<file path="src/rtl/hsv_to_rgb.sv">
// HSV (degrees / percent) to 8-bit RGB converter built around one shared restoring divider.
// Optional: define HSV_TO_RGB_GRAY_BYPASS_EN to skip the p/q/t divisions when saturation is 0.
module hsv_to_rgb (
  input  logic       clk,
  input  logic       rst,
  input  logic [8:0] h,
  input  logic [6:0] s,
  input  logic [6:0] v,
  input  logic       valid_in,
  output logic       ready_in,
  output logic [7:0] r,
  output logic [7:0] g,
  output logic [7:0] b,
  output logic       err,
  output logic       valid_out,
  input  logic       ready_out
);

  typedef enum logic [2:0] {IDLE, PREP, DIV_V, DIV_P, DIV_Q, DIV_T, OUT} state_t;

  localparam logic [13:0] DIVISOR  = 14'd6000;
  localparam logic [4:0]  LAST_CNT = 5'd20;

  state_t      state, state_nxt;
  logic [4:0]  cnt;
  logic [8:0]  h_q;
  logic [6:0]  s_q, v_q;
  logic [2:0]  sec, sec_c;
  logic [5:0]  frac, frac_c;
  logic [20:0] dvd, quo, quo_step;
  logic [12:0] rem, rem_step;
  logic [13:0] trial, diff;
  logic        fits, last, gray;
  logic [7:0]  v8, p_val, q_val, res;

  function automatic logic [20:0] dvd_v(input logic [6:0] vv);
    logic [20:0] x;
    x = 21'(vv) * 21'd15300 + 21'd3000;
    return x;
  endfunction

  function automatic logic [20:0] dvd_p(input logic [7:0] vx, input logic [6:0] ss);
    logic [20:0] x;
    x = 21'(vx) * 21'(7'd100 - ss) * 21'd60 + 21'd3000;
    return x;
  endfunction

  // q and t share one form; ff is f for q and (60 - f) for t
  function automatic logic [20:0] dvd_qt(input logic [7:0] vx, input logic [6:0] ss,
                                         input logic [6:0] ff);
    logic [20:0] x;
    x = 21'(vx) * (21'd6000 - 21'(ss) * 21'(ff)) + 21'd3000;
    return x;
  endfunction

  function automatic logic [23:0] sector_map(input logic [2:0] i, input logic [7:0] vx,
                                             input logic [7:0] px, input logic [7:0] qx,
                                             input logic [7:0] tx);
    logic [23:0] rgb;
    case (i)
      3'd0:    rgb = {vx, tx, px};
      3'd1:    rgb = {qx, vx, px};
      3'd2:    rgb = {px, vx, tx};
      3'd3:    rgb = {px, qx, vx};
      3'd4:    rgb = {tx, px, vx};
      default: rgb = {vx, px, qx};
    endcase
    return rgb;
  endfunction

`ifdef HSV_TO_RGB_GRAY_BYPASS_EN
  assign gray = (s_q == 7'd0);
`else
  assign gray = 1'b0;
`endif

  assign ready_in  = (state == IDLE) && rst;
  assign valid_out = (state == OUT);
  assign last      = (cnt == LAST_CNT);

  // one restoring step: bring in the next dividend bit, subtract if it fits
  always_comb begin
    trial    = {rem, dvd[20]};
    diff     = trial - DIVISOR;
    fits     = (trial >= DIVISOR);
    rem_step = fits ? diff[12:0] : trial[12:0];
    quo_step = {quo[19:0], fits};
    res      = quo_step[7:0];
  end

  always_comb begin
    sec_c  = 3'd5;
    frac_c = 6'(h_q - 9'd300);
    if (h_q < 9'd60) begin
      sec_c  = 3'd0;
      frac_c = h_q[5:0];
    end else if (h_q < 9'd120) begin
      sec_c  = 3'd1;
      frac_c = 6'(h_q - 9'd60);
    end else if (h_q < 9'd180) begin
      sec_c  = 3'd2;
      frac_c = 6'(h_q - 9'd120);
    end else if (h_q < 9'd240) begin
      sec_c  = 3'd3;
      frac_c = 6'(h_q - 9'd180);
    end else if (h_q < 9'd300) begin
      sec_c  = 3'd4;
      frac_c = 6'(h_q - 9'd240);
    end
  end

  always_ff @(posedge clk) begin
    if (!rst) state <= IDLE;
    else      state <= state_nxt;
  end

  always_comb begin
    state_nxt = state;
    case (state)
      IDLE:    if (valid_in) state_nxt = PREP;
      PREP:    state_nxt = DIV_V;
      DIV_V:   if (last) state_nxt = gray ? OUT : DIV_P;
      DIV_P:   if (last) state_nxt = DIV_Q;
      DIV_Q:   if (last) state_nxt = DIV_T;
      DIV_T:   if (last) state_nxt = OUT;
      OUT:     if (ready_out) state_nxt = IDLE;
      default: state_nxt = IDLE;
    endcase
  end

  always_ff @(posedge clk) begin
    if (!rst) begin
      cnt   <= '0;
      h_q   <= '0;
      s_q   <= '0;
      v_q   <= '0;
      sec   <= '0;
      frac  <= '0;
      dvd   <= '0;
      rem   <= '0;
      quo   <= '0;
      v8    <= '0;
      p_val <= '0;
      q_val <= '0;
      r     <= '0;
      g     <= '0;
      b     <= '0;
      err   <= 1'b0;
    end else begin
      case (state)
        IDLE: if (valid_in) begin
          h_q <= (h >= 9'd360) ? h - 9'd360 : h;
          s_q <= (s > 7'd100) ? 7'd100 : s;
          v_q <= (v > 7'd100) ? 7'd100 : v;
          err <= (h >= 9'd360) || (s > 7'd100) || (v > 7'd100);
        end
        PREP: begin
          sec  <= sec_c;
          frac <= frac_c;
          dvd  <= dvd_v(v_q);
          rem  <= '0;
          quo  <= '0;
          cnt  <= '0;
        end
        DIV_V, DIV_P, DIV_Q, DIV_T: begin
          if (last) begin
            // final step result is consumed directly and the next dividend loaded
            cnt <= '0;
            rem <= '0;
            quo <= '0;
            case (state)
              DIV_V: begin
                v8  <= res;
                dvd <= dvd_p(res, s_q);
                if (gray) begin
                  r <= res;
                  g <= res;
                  b <= res;
                end
              end
              DIV_P: begin
                p_val <= res;
                dvd   <= dvd_qt(v8, s_q, {1'b0, frac});
              end
              DIV_Q: begin
                q_val <= res;
                dvd   <= dvd_qt(v8, s_q, 7'd60 - {1'b0, frac});
              end
              DIV_T:   {r, g, b} <= sector_map(sec, v8, p_val, q_val, res);
              default: ;
            endcase
          end else begin
            cnt <= cnt + 5'd1;
            dvd <= {dvd[19:0], 1'b0};
            rem <= rem_step;
            quo <= quo_step;
          end
        end
        default: ;
      endcase
    end
  end

endmodule

</file>
<file path="config.mk">
export PLATFORM = sky130hd
export DESIGN_NAME = hsv_to_rgb
export DESIGN_NICKNAME = d
export VERILOG_FILES = /design/src/rtl/hsv_to_rgb.sv
export SDC_FILE = /design/constraint.sdc
export NUM_CORES = 1
export LEC_CHECK = 0
export BUFFER_PORTS_ARGS = -buffer_cell sky130_fd_sc_hd__clkbuf_2
export CORE_MARGIN = 4
export CORE_UTILIZATION = 55
export CTS_BUF_LIST = sky130_fd_sc_hd__clkbuf_8
export DETAILED_ROUTE_END_ITERATION = 6
export GPL_TIMING_DRIVEN = 0
export PLACE_DENSITY = 0.82
export SETUP_SLACK_MARGIN = 0.05
export SYNTH_ARGS = -nofsm -noshare
export SYNTH_HDL_FRONTEND = slang
export SYNTH_SLANG_ARGS = --single-unit
</file>
<file path="constraint.sdc">
create_clock -name clk -period 11.08 [get_ports clk]
set_clock_uncertainty 0.05 [all_clocks]
set_input_delay 2.216 -clock clk [delete_from_list [all_inputs] [get_ports clk]]
set_output_delay 2.216 -clock clk [all_outputs]
set_load 0.05 [all_outputs]
</file>
## Yosys cells after proc, flatten, opt, wreduce, memory -nomap -nowiden

Index checks and enable logic that the tools add are counted.
W data, S select, Z words.

- Bits in registers: 130
- Bits of input ports: 27
- Output and inout bits: 27
- Word-level logic and storage cells: 112

- Add/sub/neg operators: 16
- Multiply operators: 7
- Magnitude comparators: 9
- Eq/ne operators: 18
- Mux-type cells: 31
- Reduce and logical (&&, ||, !) cells: 14

Operators by type and width:

| operator | number |
|---|---|
| $pmux W24 S5 | 1 |
| $add A21 B12 Y21 const B | 4 |
| $pmux W21 S3 | 1 |
| $pmux W21 S2 | 1 |
| $mux W3 | 10 |
| $mux W6 | 5 |
| $sub A6 B6 Y6 const B | 5 |
| $mux W13 | 2 |
| $pmux W13 S2 | 1 |
| $mul A21 B4 Y19 const B | 1 |
| $mul A9 B14 Y21 | 1 |
| $mul A9 B15 Y21 | 1 |
| $mux W21 | 1 |
| $mux W7 | 3 |
| $pmux W3 S7 | 1 |
| $mul A7 B12 Y19 const B | 1 |
| $lt A9 B8 Y1 const B | 2 |
| $mul A9 B8 Y17 | 1 |
| $sub A13 B14 Y15 const A | 1 |
| $ge A14 B13 Y1 const B | 1 |
| $gt A7 B7 Y1 const B | 2 |
| $mul A7 B7 Y14 | 1 |
| $pmux W7 S2 | 1 |
| $sub A13 B13 Y14 const A | 1 |
| other kinds (29) | 46 |

## Longest topological paths before layout

Gate-level depths: netlist of the first run.

- Depth in word-level cells: 8
- Mapped depth: 41
- Gate-level depth less buffers: 39

## Worst setup path before layout of the first run

OpenSTA, ideal clock, no wires.

- Path kind: register -> register
- Start point: register frac[1]
- End point: register dvd[20]
- Setup time: 0.130 ns
- Arrival time: 9.207 ns
- Required time: 10.900 ns
- Path slack: 1.693 ns
- Stages on the path, launching flop included: 38
- Clock period less this slack: 9.387 ns
- Cell sequence: dfxtp_1 inv_1 ha_1 nor2_1 xnor2_1 and2_1 fa_1 fa_1 inv_1 fa_1 inv_1 fa_1 inv_1 ha_1 or2_2 a21oi_1 a21oi_1 a21oi_1 [... 2 more ...] xnor2_1 nand2_1 fa_1 inv_1 fa_1 fa_1 fa_1 ha_1 ha_1 a2111o_1 a41oi_1 o21ai_1 o41ai_1 xnor2_1 xnor3_1 o221ai_1 o21ai_0 o211ai_2

- Longest elaborated chain between the ends: 8
- Elaborated cells between the ends (all ways): 12

Ends and longest elaborated chain:

| element | line | source |
|---|---|---|
| from (decl) | 29 | `logic [5:0] frac, frac_c;` |
| from (signal assigned) | 159 | `frac <= frac_c;` |
| $sub A6 B6 Y7 | 187 | `dvd <= dvd_qt(v8, s_q, 7'd60 - {1'b0, frac});` |
| $mul A7 B7 Y14 | 52 | `x = 21'(vx) * (21'd6000 - 21'(ss) * 21'(ff)) + 21'd3000;` |
| $sub A13 B14 Y15 | 52 |  |
| $mul A9 B15 Y21 | 52 |  |
| $add A21 B12 Y21 | 52 |  |
| $pmux W21 S3 (*) | 171 | `case (state)` |
| $mux W21 (*) | 166 | `if (last) begin` |
| $pmux W21 S2 (*) | 150 | `case (state)` |
| to (signal assigned) | 160 | `dvd <= dvd_v(v_q);` |
| to (signal assigned) | 174 | `dvd <= dvd_p(res, s_q);` |
| to (signal assigned) | 183 | `dvd <= dvd_qt(v8, s_q, {1'b0, frac});` |
| to (decl) | 30 | `logic [20:0] dvd, quo, quo_step;` |

Every way passes the cells marked *; elsewhere a longest branch is shown, timed or not.
A chain may end at the register's enable or synchronous reset.

## Final worst setup path of the first run

Ends and elaborated chain as after synthesis.

==> results of run 1 <==
## worst reg2reg max path: cells and delay by family, from the launching register on
| kind | cells | cell delay, ps |
|---|---|---|
| fa+ha+maj | 12 | 5330 |
| compound gates | 10 | 2190 |
| simple gates | 6 | 1100 |
| xor+xnor | 4 | 900 |
| flops | 1 | 430 |
| buf+inv | 5 | 360 |
## registers in the layout, summed over array words and instances (netlist names), 7 cells and up
signal,count
dvd,21
r,8
b,8
s_q,7
q_val,8
v8,8
p_val,8
quo,7
h_q,9
rem,13
v_q,7
g,8
## cell usage after synthesis (5+ instances only)
| cell type | count |
|---|---|
| nor2b_1 | 27 |
| a221oi_1 | 18 |
| nor4_1 | 5 |
| o21bai_1 | 12 |
| o22ai_1 | 9 |
| or3_1 | 17 |
| o31ai_1 | 11 |
| o21ai_1 | 11 |
| mux2i_1 | 18 |
| and3_1 | 16 |
| nand3_1 | 45 |
| fa_1 | 309 |
| a211oi_1 | 43 |
| a21o_1 | 23 |
| nor3_1 | 51 |
| o221ai_1 | 10 |
| o21a_1 | 19 |
| nand2b_1 | 28 |
| dfxtp_1 | 130 |
| o21ai_0 | 90 |
| nor2_1 | 219 |
| buf_1 | 6 |
| ha_1 | 285 |
| a21boi_0 | 8 |
| clkbuf_1 | 116 |
| a311oi_1 | 13 |
| o211ai_1 | 29 |
| a31oi_1 | 18 |
| nand2_1 | 323 |
| inv_1 | 487 |
| o2111ai_1 | 6 |
| a22oi_1 | 31 |
| xor2_1 | 49 |
| or2_2 | 7 |
| a21oi_1 | 158 |
| nand3b_1 | 11 |
| xnor2_1 | 89 |
| nand4_1 | 5 |
| and2_1 | 175 |
## path summary, 6_finish.rpt
path              slack, ps              endpoint                  from  cells past startpoint
setup / recovery        580  dvd[20]$_SDFFE_PN0P_  frac[1]$_SDFFE_PN0P_                     37
setup reg to reg        580  dvd[20]$_SDFFE_PN0P_  frac[1]$_SDFFE_PN0P_                     37
hold / removal          410     g[0]$_SDFFE_PN0P_     g[0]$_SDFFE_PN0P_                      2
hold reg to reg         410     g[0]$_SDFFE_PN0P_     g[0]$_SDFFE_PN0P_                      2
## kinds of logic (layout without fill, tap and decap cells)
| logic type | after synthesis | count (layout) | synth area share, % |
|---|---|---|---|
| simple gates | 956 | 956 | 18.9 |
| buf+inv | 612 | 697 | 9.43 |
| fa+ha+maj | 595 | 595 | 39.9 |
| compound gates | 557 | 557 | 15.2 |
| xor+xnor | 141 | 141 | 5.19 |
| flops | 130 | 130 | 10.6 |
| mux | 18 | 18 | 0.737 |
## where the power goes
| part | switching, mW | leakage [nW] | internal (mW) |
|---|---|---|---|
| sequential | 0.0247 | 1.06 | 0.489 |
| clock | 0.222 | 0.184 | 0.183 |
| combinational | 0.494 | 11.2 | 0.259 |
| total | 0.740 | 12.5 | 0.930 |
## metal layers
metal / routed length [µm] / track usage (%)
met1: 27000 / 37.0
met2: 31000 / 45.3
met3: 5860 / 5.75
met4: 2530 / 8.95
met5: 7 / 0
## what timing repair did
action | CTS | global route
endpoints found under the hold margin | 0 | 0
pin swaps | 0 | 3
buffers inserted | 0 | 3
endpoints found under the setup margin | 1 | 7
gates resized for setup | 7 | 21
## cell type report
class / instances / area (µm²) / area share (%)
well taps: 585 / 732 / 2.82
flip-flops and latches: 130 / 2610 / 10.0
clock inverters: 15 / 145 / 0.559
multi-input cells: 2267 / 19600 / 75.7
inverters: 488 / 1830 / 7.06
plain buffers: 121 / 467 / 1.80
clock buffers: 17 / 234 / 0.902
repair buffers: 56 / 288 / 1.11
==> metrics list, run 1 <==
- The count of nets left with antenna violations once routing finished came out at 0.
- Peak supply drop: slightly above 0.08 mV
* CP peak stage delay: around 550 ps
* Total overflow reported by the global router: 0
* Max Cap Viol: 0
* Worst max-slew margin expressed relative to the limit: 29.8%
- Synthesis inferred 130 register bits.
- Relative area change from synthesis to final layout: 6.15%
* Standard cell core area: 43,600 µm²
- Cells fill between 50% and 60% of the core in the end.
- Highest-count cells in the layout ignoring fill and taps: inv_1 (488), nand2_1 (323), fa_1 (309)
- The final-report max-slew violation count is 0.
- Data on the critical path is required at its endpoint by 11,360 ps.
- Most frequent standard cell in the layout excluding fill and tap cells: inv_1
- Fill cells in the final layout number 3,860.
- Including well taps, the total number of placed cells is ~3,600.
- Of all nets on the critical path, the largest fanout is 8.
- Unrepaired setup endpoints after global routing: false
* Number of vias in the routed layout: 21,500
- For this design the static power due to leakage is around 12 nW.
- The critical path is of the register to register type.
* Actual slew at the worst max-slew pin: 1040 ps
- Maximum number of pins on one net before global-route repair: 17
- Final setup violating endpoints: 0
- Number of buffers added on ports: 53
* TNS Setup: 0 ps
* Initial Utilization: 56.1%
* Number of global-route vias before repair: just over 20,000
* Antenna violations before repair: 1
* Maximum buffer depth of the clock tree: 2
- Total routing usage reported by global routing: 27.7%
- Post-synthesis async set-or-reset flop share: 0%
* Outcome: complete, no violations
- Post-layout instance area: roughly 26,000 µm²
* Routed len/inst: 18.0 µm
* First-pass GRT wire length: 107 mm
* Portion of synthesized cell area occupied by the leading cell type: 25.3%
- Hold bufs inserted after CTS: 0
* DRC violation count after routing: 0
- The synthesized design contains 0 enable-type register cells.
* Net count reported at finish: 3,702
- Pre-CTS worst setup slack: -635 ps
- Dividing the detail-routed via count by the number of cells gives a little under 6.
- The post-route netlist has 4.52% of its cells at a drive strength greater than 1.
* Worst hold slack after final layout: 409 ps
- Clock network latency to the later pin of the worst-skew pair: 460 ps
- Predominant post-synthesis flop cell: dfxtp_1
- Final Non-Filler Cells: roughly 3,700
- Number of primary I/O pins: 54
- Combined area of all synthesized cells: 24,400 µm²
* Post-Synthesis Net Count: 3,630
* Worst path most repeated cell: fa_1
- Number of buffers added by the clock tree synthesis step: 17
- By area the synthesized netlist is led by fa_1 (25%), ha_1 (15%), dfxtp_1 (11%).
* Post-placement cell area: 25,400 µm²
- Crit path DAT: 10,780 ps
- Counting distinct cell types in the post-synthesis netlist gives between 90 and 100.
- Largest area contributor in the synthesized netlist: fa_1
- The min-delay analysis places its worst path in the category register to register.
- Worst setup slack after layout: 580 ps
* Cell count after synthesis: approximately 3,000
- Number of iterations in the first detailed-routing pass: 6
- For this run, the number of Yosys warnings is 0.
* Std-Cell Rows: 76
- Clk sinks: 130
- DIE HEIGHT: 219 µm
- The routed design has 66.4 mm of wire.
* Power density normalized to cell area: 64.4 nW/µm²
- Overall power consumption after layout is estimated at 1.67 mW.
- In the finished design, the share of the clock period the worst path needs comes to 94.8%.
- Endpoint type of the worst setup path: register
- The slowest stage of the critical path is the fa_1 cell.
- CP delay by family, top: adder cells
- Weighted congestion at the end of routability-driven global placement: 0.986
- Die ar.: 47,900 µm²
* Diode insertion count for antenna repair: 0
- Sequential elements use a little over a tenth of the synthesized area.
- Clock-pin slew was measured on the worst setup and hold paths at 90 ps.
* CTS root buf: clkbuf_8
* FMAX: 95.2 MHz
* Horizontal extent of the die: 219 µm
- Estimated wirelength of the detail-placed design: 54.6 mm
- # H-tree levels: 4
* Clock tree from TritonCTS: yes
* Final critical-path required period: roughly 11,000 ps
- Startpoint type of the worst setup path: register
* DRC marker count from the first detailed-route iteration: 2,085
- The number of buffers and inverters on the critical path is 5.
- Final hold violation count: 0
- Each instance of the synthesized netlist takes up on average 8.13 µm².
(Power assumes the default switching activity.)
==> run 2: changes to the inputs <==
CORE_UTILIZATION = 35   (was 55)
PLACE_DENSITY = 0.61   (was 0.82)
SLEW_MARGIN = 30   (was not set)
==> metrics list, run 2 (same netlist as run 1, synthesis figures left out) <==
- The number of placement rows came to 96 (+26%).
- Top fanout value on the critical path: 8 (unchanged)
- Register Area: 2610 µm² (+0.19%)
- The final net count came to 3,701 (-0.027%).
- CP delay by family, top: adder cells
* Initial Utilization: 35.5% (-21 points)
- Most frequent standard cell in the layout excluding fill and tap cells: inv_1
- The clock power share is 24.9% (+0.7 points).
- Combined buffer and inverter count along the critical path: 5 (unchanged)
- The horizontal extent of the die came to 272 µm (+24%).
- Post-CTS clock slew at the launch and capture registers of the worst setup and hold paths: 80 ps (about the same)
- Maximum buffer depth of the clock tree: 2 (unchanged)
- Met2 layer wire length in the routed design: 32.6 mm (+5.3%)
- The count of final hold-check violations is 0 (unchanged).
* Outcome: complete, no violations
- Antenna violations before repair: 1 (unchanged)
* Hold bufs inserted after CTS: 0 (unchanged)
- The wire length of the first global-routing pass came to 112 mm (+4.7%).
- The internal power contribution was 976 µW (+5.0%).
* Crit path DAT: 10,800 ps (+20 ps)
- The number of nets with antenna violations after routing came to 0 (unchanged).
* Unrepaired setup endpoints after global routing: true
- The post-route standard cell area excluding fillers is 26,600 µm² (+2.3%).
* CTS root buf: clkbuf_8
* M1 WL: 31.4 mm (+16%)
- dvd holds more flip-flops than any other register.
- The required time of the critical path came to 11,340 ps (-20 ps).
- Power density normalized to cell area: 64.4 nW/µm² (about the same)
* Clock tree from TritonCTS: yes
- Compared with the post-synthesis result, the final layout area differs by 8.61%.
- CP Class: register to register
* Diode insertion count for antenna repair: 0 (unchanged)
- Peak supply drop: 0.0800 mV (-3.4%)
- The worst slew slack as a fraction of its limit is 29.8% (about the same).
- The switching power total was 735 µW (-0.78%).
- The static leakage came to 12.6 nW (+0.63%).
- Clock network latency to the later pin of the worst-skew pair: 470 ps (about the same)
- The via count of the first global-routing pass came to 20,300 (-2.1%).
- Worst min-delay path class: register to register
- The critical path's largest stage delay is 550 ps (about the same).
* Worst hold slack after final layout: 409 ps (+0.165 ps)
* Fraction of power spent switching nets: 42.9% (-1.4 points)
- DIE HEIGHT: 272 µm (+24%)
- Combinational share of power: 45.0% (about the same)
- STA classifies the critical path endpoint as a register.
- Standard cell core area: 68,900 µm² (+58%)
- By instance count, the cell type seen most on the critical path is fa_1.
* Cell type of the slowest stage on the worst timing path: fa_1
- The routed length on met3 was 4.10 mm (-30%).
- The sum of net half-perimeters after detailed placement is 57.4 mm (+5.3%).
- The number of buffers inserted during clock tree synthesis was 17 (unchanged).
* Actual slew at the worst max-slew pin: 1040 ps (+0.137 ps)
- Vias per cell: 5.20 (-11%)
- Final critical-path required period: 10,540 ps (+37.4 ps)
* Fill cell total of the finished layout: 7,248 (+88%)
- DRC violation count after routing: 0 (unchanged)
* # H-tree levels: 4 (unchanged)
- The proportion of layout cells with a drive suffix above 1 came to 5.14% (+0.62 points).
* DRC marker count from the first detailed-route iteration: 1,524 (-27%)
* Pre-CTS worst setup slack: -1260 ps (-621 ps)
- The max-cap violation count came to 0 (unchanged).
- The count of endpoints failing setup in the final report came to 0 (unchanged).
- The routed length per placed instance was 17.3 µm (-4.0%).
* Number of iterations in the first detailed-routing pass: 6 (unchanged)
- Maximum number of pins on one net before global-route repair: 17 (unchanged)
* Highest-count cells in the layout ignoring fill and taps: inv_1 (489), nand2_1 (321), fa_1 (309)
- Clk sinks: 130 (unchanged)
- Detailed-route wire length: 69.7 mm (+5.0%)
* Number of vias in the routed layout: 20,900 (-2.6%)
- The global route total overflow came to 0 (unchanged).
- Top Layer Used: met4
- Sequential share of power: 30.1% (-0.6 points)
- The post-layout worst setup margin is 542 ps (-37.4 ps).
- The post-detailed-placement cell area is 25,900 µm² (+1.7%).
* Number of primary I/O pins: 54 (unchanged)
- Max FFs per register: 21 (unchanged)
- Number of buffers added on ports: 53 (unchanged)
- The largest registers in the layout are dvd (21), rem (13), h_q (9).
- The final cycle utilization of the critical path is 95.1% (+0.34 points).
* FMAX: 94.9 MHz (-0.35%)
* Startpoint type of the worst setup path: register
- Total area of multi-input combinational cells: 19,800 µm² (+0.66%)
- The weighted congestion reported at the end of routability-driven placement is 0.911 (-7.6%).
- The total track usage is 18.7% (-9.0 points).
* Total count of max-transition violations in the final report: 0 (unchanged)
- The floorplan die area came to 74,100 µm² (+55%).
-- run 2: path summary, 6_finish.rpt --
| check | from | to | slack, ps | cells past startpoint |
|---|---|---|---|---|
| min reg2reg | b[6]$_SDFFE_PN0P_ | b[6]$_SDFFE_PN0P_ | 410 | 2 |
| max | frac[1]$_SDFFE_PN0P_ | dvd[20]$_SDFFE_PN0P_ | 540 | 34 |
| max reg2reg | frac[1]$_SDFFE_PN0P_ | dvd[20]$_SDFFE_PN0P_ | 540 | 34 |
| min | b[6]$_SDFFE_PN0P_ | b[6]$_SDFFE_PN0P_ | 410 | 2 |
-- run 2: cell type report --
type                            count  share of cell area, %
Clock buffer                       17                  0.881
Multi-Input combinational cell   2267                   74.5
Timing Repair Buffer               57                   1.11
Tap cell                          931                   4.39
Inverter                          488                   6.90
Buffer                            119                   1.77
Clock inverter                     15                  0.636
Sequential cell                   130                   9.83
-- run 2: timing repair --
item	CTS	global route
gates cloned	0	0
endpoints found under the hold margin	0	0
gates resized for setup	15	38
pin swaps	0	8
buffers inserted	0	4
setup endpoints to repair	1	6
-- run 2: layer usage --
| layer | global-route usage (%) | vias to the layer above |
|---|---|---|
| li1 | - | 10000 |
| met2 | 31.0 | 600 |
| met4 | 4.38 | 0 |
| met3 | 2.43 | 95 |
| met5 | 0 | - |
| met1 | 26.0 | 10200 |
-- run 2: stage by stage --
stage | instances | power [mW] | TNS, ps | util (%)
after floorplan | 3009 | 1.02 | 0 | -
after global placement | 3993 | 1.23 | -1370 | 37.5
after detailed placement | 3993 | 1.24 | -1260 | 37.5
after CTS | 4024 | 1.68 | 0 | 38.2
after global routing | 4024 | 1.82 | 0 | 38.5
final | 4024 | 1.71 | 0 | 38.5
-- run 2: worst min-delay path: cells and delay by family, from the launching register on --
| kind | cells | cell delay, ps |
|---|---|---|
| flip-flops | 1 | 320 |
| AO/OA/AOI/OAI | 1 | 50 |
| AND/OR/NAND/NOR | 1 | 50 |
-- run 2: power by group through the flow --
stage	clock network, mW	logic, mW	registers (mW)
2_1_floorplan	0	0.509	0.513
3_3_place_gp	0	0.712	0.522
3_5_place_dp	0	0.717	0.522
4_1_cts	0.428	0.736	0.512
5_1_grt	0.447	0.857	0.517
6_report	0.425	0.771	0.515
==> run 3: changes to the inputs <==
clock period = 12.35 ns   (was 11.08 ns; I/O delays follow)
==> metrics list, run 3 (same netlist as run 1, synthesis figures left out) <==
* Outcome: complete, no violations
- The biggest fanout along the worst timing path came to 10 (+2).
- Final critical-path required period: 11,670 ps (+1130 ps)
* DRC violation count after routing: 0 (unchanged)
- Cell type of the slowest stage on the worst timing path: fa_1
- Final ANT Viol Nets: 0 (unchanged)
- The worst slew slack as a fraction of its limit is 26.8% (-3.0 points).
* Final hold violation count: 0 (unchanged)
* Number of iterations in the first detailed-routing pass: 6 (unchanged)
- Startpoint type of the worst setup path: register
* Maximum buffer depth of the clock tree: 2 (unchanged)
- Fill cell total of the finished layout: 7,275 (+0.37%)
* Combinational share of power: 44.3% (-0.7 points)
- Die ar.: 74,100 µm² (unchanged)
* Post-placement cell area: 25,900 µm² (unchanged)
- Number of buffers added on ports: 53 (unchanged)
- The final-layout setup total negative slack is 0 ps (unchanged).
- Number of primary I/O pins: 54 (unchanged)
- The post-route standard cell area excluding fillers came to 26,400 µm² (-0.72%).
* Layout cell share with drive strength beyond 1: 4.14% (-1.0 points)
- The clock input transition at the sequential cells of the worst setup and hold paths came to 80 ps (about the same).
* Worst path most repeated cell: fa_1
- Final setup violating endpoints: 0 (unchanged)
- Sequential share of power: 30.4% (+0.3 points)
* Number of vias in the routed layout: 20,900 (-0.16%)
* CP Class: register to register
- The detailed-route wire length is 69.7 mm (-0.10%).
- Most frequent standard cell in the layout excluding fill and tap cells: inv_1
* Reg-to-reg slack, setup: 680 ps (+140 ps)
- Power density normalized to cell area: 57.2 nW/µm² (-11%)
* Fraction of power spent switching nets: 43.0% (+0.095 points)
- Routed len/inst: 17.3 µm (-0.13%)
- The fmax came to 85.7 MHz (-9.7%).
- Maximum number of pins on one net before global-route repair: 17 (unchanged)
* Std-Cell Rows: 96 (unchanged)
- Relative to the synthesized area, the layout overhead comes to 7.82%.
- Clock tree synthesis selected as its root buffer the cell clkbuf_8.
- The final-report max-slew violation count was 0 (unchanged).
- The weighted congestion reported at the end of routability-driven placement came to 0.911 (unchanged).
* First-pass GRT wire length: 112 mm (about the same)
- The worst setup path is captured at a register.
- Part of the power in the clock network: 25.3% (+0.4 points)
- Req. time, crit path: 12,600 ps (+1260 ps)
- Clock tree from TritonCTS: yes
- Leaving out fill and tap cells, the most frequent cells in the layout are inv_1 (489), nand2_1 (323), fa_1 (309).
- Vias per cell: 5.19 (-0.18%)
- The deepest level of the CTS H-tree is 4 (unchanged).
* Total overflow reported by the global router: 0 (unchanged)
* Portion of the clock cycle consumed by the worst path in the final layout: 94.5% (-0.64 points)
- The antenna diode instance count came to 0 (unchanged).
* Largest registers: dvd (21), rem (13), h_q (9)
- The transition time at the pin with the least slew margin came to 1090 ps (+45.1 ps).
- The via count of the first global-routing pass was 20,300 (+0.069%).
* Internal Pwr Total: 859 µW (-12%)
- Antenna violations before repair: 1 (unchanged)
- The final net count was 3,702 (+0.027%).
- Register with the highest flop count: dvd
- The sum of net half-perimeters after detailed placement is 57.4 mm (unchanged).
* Clk sinks: 130 (unchanged)
- The switching power total is 649 µW (-12%).
- Static Leakage: 12.5 nW (-0.71%)
- Standard cell core area: 68,900 µm² (unchanged)
* Max FFs per register: 21 (unchanged)
- The path class of the tightest hold or removal check is register to register.
* DIE HEIGHT: 272 µm (unchanged)
* Unrepaired setup endpoints after global routing: false
- The horizontal extent of the die was 272 µm (unchanged).
- Total routing usage reported by global routing: 18.7% (about the same)
- CP peak stage delay: 560 ps (about the same)
- The source-to-sink clock delay at the later pin of the worst-skew pair came to 470 ps (about the same).
- Peak supply drop: 0.0641 mV (-20%)
- The starting utilization of the core area is 35.5% (unchanged).
- The signal arrival time at the worst endpoint was 11,910 ps (+1110 ps).
- The max-cap violation count came to 0 (unchanged).
* DRC marker count from the first detailed-route iteration: 1,560 (+2.4%)
- The number of buffers inserted during clock tree synthesis is 17 (unchanged).
run 3: changes by cell type in the layout (fill, tap and decap cells not counted), sizes merged:
| cell | change |
|---|---|
| clkbuf | +7 |
| buf | -6 |
run 3: cell type report:
type	instances	area, µm²	share of cell area, %
plain buffers	124	474	1.80
well taps	931	1160	4.42
clock buffers	17	234	0.888
flip-flops and latches	130	2600	9.87
clock inverters	15	169	0.641
inverters	488	1830	6.95
repair buffers	53	265	1.01
multi-input cells	2267	19600	74.4
run 3: routing by layer:
layer / up-vias / global-route usage, % / share of wire, %
met2: 573 / 31.1 / 47
met3: 105 / 2.43 / 5.2
met4: 0 / 4.38 / 2.5
met5: - / 0 / 0
li1: 10000 / - / -
met1: 10200 / 25.9 / 46
run 3: worst paths after layout:
path,cells after the start,to,startpoint
max,34,dvd[20]$_SDFFE_PN0P_,frac[4]$_SDFFE_PN0P_
max reg2reg,34,dvd[20]$_SDFFE_PN0P_,frac[4]$_SDFFE_PN0P_
min,2,b[6]$_SDFFE_PN0P_,b[6]$_SDFFE_PN0P_
min reg2reg,2,b[6]$_SDFFE_PN0P_,b[6]$_SDFFE_PN0P_
run 3: stage by stage:
step | setup WS (ps) | hold WS, ps | std cells | power [mW] | utilization, %
after global placement | 26.0 | 392 | 3993 | 1.11 | 37.5
after floorplan | 2960 | 382 | 3009 | 0.917 | -
final | 683 | 409 | 4025 | 1.51 | 38.2
after detailed placement | 14.2 | 397 | 3993 | 1.11 | 37.5
after global routing | 189 | 424 | 4025 | 1.60 | 38.2
after CTS | 130 | 409 | 4025 | 1.49 | 38.1
run 3: power by group through the flow:
stage	registers, mW	logic, mW	clock network [mW]
floorplan	0.460	0.457	0
global placement	0.468	0.639	0
detailed placement	0.468	0.643	0
CTS	0.458	0.647	0.384
global route	0.461	0.741	0.401
finish	0.459	0.667	0.381
run 3: timing repair:
action / CTS / global route
endpoints found under the hold margin: 0 / 0
gates resized for setup: 1 / 5
buffers inserted: 0 / 0
pin swaps: 0 / 0
hold buffers: 0 / 0
endpoints found under the setup margin: 1 / 1
run 3: critical path, delay by kind of cell (launching register included):
| kind | cells | cell delay, ps |
|---|---|---|
| buf+inv | 5 | 770 |
| xor+xnor | 4 | 1220 |
| flops | 1 | 310 |
| compound gates | 10 | 2940 |
| fa+ha+maj | 11 | 5210 |
| simple gates | 4 | 1010 |
